**src/rtl/sim_bus_arbiter.sv**
```systemverilog
// sim_bus_arbiter: two-master Wishbone arbiter with stall timeout onto one shared slave
// Ports:
//   sys_clk, sys_rst            clock, synchronous active-high reset
//   m0_*/m1_* (cyc,stb,we,adr,dat_w,sel in; dat_r,ack,err out)  master 0 = ibus, master 1 = dbus
//   s_* (cyc,stb,we,adr,dat_w,sel out; dat_r,ack,err in)        shared slave
//   grant                       registered index of the current grantee
//   timeout_count               saturating count of forced-error terminations
module sim_bus_arbiter #(
   parameter int ADDR_W  = 30,
   parameter int DATA_W  = 32,
   parameter int TIMEOUT = 1024
) (
   input  logic                  sys_clk,
   input  logic                  sys_rst,
   input  logic                  m0_cyc,
   input  logic                  m0_stb,
   input  logic                  m0_we,
   input  logic [ADDR_W-1:0]     m0_adr,
   input  logic [DATA_W-1:0]     m0_dat_w,
   input  logic [DATA_W/8-1:0]   m0_sel,
   output logic [DATA_W-1:0]     m0_dat_r,
   output logic                  m0_ack,
   output logic                  m0_err,
   input  logic                  m1_cyc,
   input  logic                  m1_stb,
   input  logic                  m1_we,
   input  logic [ADDR_W-1:0]     m1_adr,
   input  logic [DATA_W-1:0]     m1_dat_w,
   input  logic [DATA_W/8-1:0]   m1_sel,
   output logic [DATA_W-1:0]     m1_dat_r,
   output logic                  m1_ack,
   output logic                  m1_err,
   output logic                  s_cyc,
   output logic                  s_stb,
   output logic                  s_we,
   output logic [ADDR_W-1:0]     s_adr,
   output logic [DATA_W-1:0]     s_dat_w,
   output logic [DATA_W/8-1:0]   s_sel,
   input  logic [DATA_W-1:0]     s_dat_r,
   input  logic                  s_ack,
   input  logic                  s_err,
   output logic                  grant,
   output logic [7:0]            timeout_count
);
   logic        grant_q, grant_d, g;
   logic [15:0] cnt_q, cnt_d, c;
   logic [7:0]  tc_q, tc_d;
   logic        pend, hit;
   always_comb begin
      // during reset the bus already looks as it will after reset: master 0, no stall history
      g        = sys_rst ? 1'b0 : grant_q;
      c        = sys_rst ? 16'd0 : cnt_q;
      s_cyc    = g ? m1_cyc   : m0_cyc;
      s_stb    = g ? m1_stb   : m0_stb;
      s_we     = g ? m1_we    : m0_we;
      s_adr    = g ? m1_adr   : m0_adr;
      s_dat_w  = g ? m1_dat_w : m0_dat_w;
      s_sel    = g ? m1_sel   : m0_sel;
      m0_dat_r = s_dat_r;
      m1_dat_r = s_dat_r;
      pend     = s_cyc & s_stb & ~s_ack & ~s_err;
      // a real slave response in the same cycle suppresses the forced error
      hit      = pend && (c == 16'(TIMEOUT));
      m0_ack   = ~g & s_ack;
      m1_ack   = g & s_ack;
      m0_err   = ~g & (s_err | hit);
      m1_err   = g & (s_err | hit);
      // hand over only when the grantee has dropped cyc and the other master wants the bus
      grant_d  = g ? ~(~m1_cyc & m0_cyc) : (~m0_cyc & m1_cyc);
      cnt_d    = (pend & ~hit) ? c + 16'd1 : 16'd0;
      tc_d     = (hit & ~&tc_q) ? tc_q + 8'd1 : tc_q;
   end
   always_ff @(posedge sys_clk) begin
      if (sys_rst) begin
         grant_q <= 1'b0;
         cnt_q   <= 16'd0;
         tc_q    <= 8'd0;
      end else begin
         grant_q <= grant_d;
         cnt_q   <= cnt_d;
         tc_q    <= tc_d;
      end
   end
   assign grant         = grant_q;
   assign timeout_count = tc_q;
endmodule

```
**config.mk**
```make
export PLATFORM = sky130hd
export DESIGN_NAME = sim_bus_arbiter
export DESIGN_NICKNAME = d
export VERILOG_FILES = /design/src/rtl/sim_bus_arbiter.sv
export SDC_FILE = /design/constraint.sdc
export NUM_CORES = 1
export LEC_CHECK = 0
export BUFFER_PORTS_ARGS = -buffer_cell sky130_fd_sc_hd__buf_2
export CORE_AREA = 2 2 124 126
export CTS_CLUSTER_SIZE = 16
export DETAILED_ROUTE_END_ITERATION = 7
export DIE_AREA = 0 0 126 128
export HOLD_SLACK_MARGIN = 0.05
export SLEW_MARGIN = 20
export SYNTH_ARGS = -nofsm -noshare
export SYNTH_HDL_FRONTEND = slang
export SYNTH_SLANG_ARGS = --single-unit
export TNS_END_PERCENT = 30
```
**constraint.sdc**
```tcl
create_clock -name sys_clk -period 3.8 [get_ports sys_clk]
set_clock_uncertainty 0.05 [all_clocks]
set_input_delay 0.19 -clock sys_clk [delete_from_list [all_inputs] [get_ports sys_clk]]
set_output_delay 0.19 -clock sys_clk [all_outputs]
set_load 0.005 [all_outputs]
```
==> impl_metrics.json <==
{
  "async_flop_share": 0,
  "synth_edf_count": 0,
  "grt_overflow": 0,
  "grt_pass1_vias": 2686,
  "h-tree-depth": 1,
  "max_slew_margin": 0.482,
  "syn_nets": 615,
  "syn_inst": 438,
  "leakage_nw": 1.94,
  "vias_per_cell": 4.01,
  "cp_num_buf_inv": 2,
  "clk_transition_reported_paths_ns": 0.06,
  "startpoint_type": "flop",
  "drc": 0,
  "ys_seq_elements": 25,
  "die_w_um": 126,
  "path_class": "reg2out",
  "die_area_um2": 16100,
  "post_drt_wl_per_cell_um": 14.9,
  "crit_slowest_cell": "and2b_2",
  "root_buffer": "clkbuf_16",
  "vias": 3098,
  "endpoint_kind": "primary output",
  "drt_wl_total_mm": 11.5,
  "antenna_found_initial": 3,
  "fmax_mhz": 399,
  "worst_pin_slew_ns": 0.777,
  "setup_tns_ns": 0,
  "period_share": 0.660,
  "drt_first_iter_violations": 77,
  "finalMaxSlewViolations": 0,
  "drtPass1Iterations": 4,
  "ir_drop_v": 0.000178,
  "synth_area_leaders": "nand2_1 32%, dfxtp_1 19%, buf_4 19%, nor2_1 3.5%, xor2_1 3.4%",
  "final_antenna_net_count": 0,
  "maxCapViolCount": 0,
  "worstPathArrival_ns": 2.27,
  "post_cts_resized": 0,
  "cpLargestDelayFamily": "simple AND/OR/NAND/NOR gates",
  "ys_types": 34,
  "cts.sinks": 25,
  "synth_largest_area_cell": "nand2_1",
  "synth_most_common_cell": "nand2_1",
  "port_buffers": 223,
  "place.gp.congestion": 0.820,
  "finalCriticalPeriod_ns": 2.51,
  "drive_above_1_share": 0.398,
  "synth_seq_area_share": 0.194,
  "synth-main-ff-cell": "dfxtp_1",
  "hp-class": "in2reg",
  "setup_viol": 0,
  "crit_required_ns": 3.56,
  "reg2regPathDepth": 7,
  "chipHeight_um": 128,
  "num_io_pins": 320,
  "syn-cell-area_um2": 2580,
  "avgSynthCellArea_um2": 5.88,
  "fin_area_um2": 3460,
  "cts_tree": "built",
  "grt_use_total": 0.129,
  "initial_core_util": 0.173,
  "core_area_um2": 14900,
  "cp_num_cells": 5,
  "place_area_um2": 3370,
  "run_status": "complete, no violations",
  "grt_pass1_wl_mm": 16.0,
  "grt_max_degree": 54,
  "synth_common_cells": "220 x nand2_1, 64 x buf_4, 25 x dfxtp_1, 24 x nor2_1, 17 x clkbuf_1",
  "layout.nets": 761,
  "crit_path_frequent_cell": "nand2_1",
  "yosys_warnings": 0,
  "path_cells": "and2b_2 > buf_4 > nand2_1 > nand2_1 > buf_2",
  "rsz0062_at_grt": "no",
  "postCtsHoldBufs": 0,
  "row_count": 45,
  "hold_viol": 0,
  "cts.path.max_buffers": 2,
  "power_density_nw_per_um2": 214,
  "critPathMaxStageDelay_ns": 0.70,
  "dp_hpwl_mm": 9.71,
  "syn_to_final_growth_pct": 34.1,
  "clock_latency_ns": 0.26,
  "critical_path_peak_fanout": 42,
  "post-cts-setup-buffers": 0,
  "cts_buffers": 3,
  "netlist.area_leader.share": 0.320,
  "min_path_cells": 3
}
kinds of logic after synthesis:
family	Yosys count	share of synthesized area
DFF	25	0.194
xor gates and xnor gates	14	0.0476
adders and majority gates	3	0.0146
and+or+nand+nor	290	0.471
AOI/OAI and AO/OA	17	0.0359
buffers and inverters	88	0.228
muxes	1	0.00874
registers in the layout (all words and copies together) (netlist names):
name and cells:
timeout_count 8, grant 1, cnt_q 16
layout make-up:
cell class | count | area, µm²
inverters | 4 | 15.0
well taps | 188 | 235
flip-flops and latches | 25 | 500
fillers | 1719 | 11400
clock buffers | 4 | 78.8
repair buffers | 225 | 1130
multi-input cells | 325 | 1490
diodes | 2 | 5.00
metrics by stage:
stage | util | setup WS [ns] | std cells | hold slack (ns) | total power [W]
floorplan | - | 1.72 | 438 | 0.289 | 0.000414
global placement | 0.227 | 1.52 | 767 | 0.330 | 0.000518
detailed placement | 0.227 | 1.50 | 767 | 0.330 | 0.000517
CTS | 0.232 | 1.25 | 771 | 0.168 | 0.000752
global route | 0.232 | 1.11 | 771 | 0.198 | 0.000788
finish | 0.233 | 1.29 | 773 | 0.170 | 0.000740
layer usage:
layer,global-route usage,part of all wire,up-vias
met5,0,0.0010,-
met1,0.163,0.43,1295
met4,0.0246,0.011,2
met3,0.0647,0.12,15
li1,-,-,1596
met2,0.199,0.44,190
worst register-to-register path, cell delays in order (launching register included):
cell	delay (ns)
dfxtp_1	0.32
nand2b_1	0.10
ha_1	0.14
nor4b_1	0.23
and4_1	0.28
nand3_2	0.20
or4_1	0.56
a21oi_1	0.15
cells in the final DEF, fill, tap and decap left out, drive strengths merged, types with 4 or more instances in the layout:
master / instances
or3: 5
nand4: 5
nor3: 5
clkbuf: 4
xnor2: 4
nand3: 9
and2: 4
nor2: 24
o21ai: 6
buf: 225
nand2: 220
inv: 4
xor2: 10
dfxtp: 25
a21oi: 8
final timing paths:
kind | start | endpoint | slack, ns
setup / recovery | grant$_SDFF_PP0_ | s_adr[8] | 1.29
hold / removal | m1_cyc | grant$_SDFF_PP0_ | 0.17
setup reg to reg | cnt_q[1]$_SDFF_PP0_ | timeout_count[4]$_SDFFE_PP0P_ | 1.70
hold reg to reg | cnt_q[0]$_SDFF_PP0_ | cnt_q[0]$_SDFF_PP0_ | 0.41
power breakdown:
group | leakage, nW | internal [W] | total, W | switching (W)
clock network | 0.0382 | 0.000143 | 0.000233 | 0.0000897
logic | 1.70 | 0.000119 | 0.000243 | 0.000123
registers | 0.201 | 0.000263 | 0.000264 | 0.00000161
total | 1.94 | 0.000526 | 0.000740 | 0.000215
No activity file was read; power rests on OpenSTA's default activity.
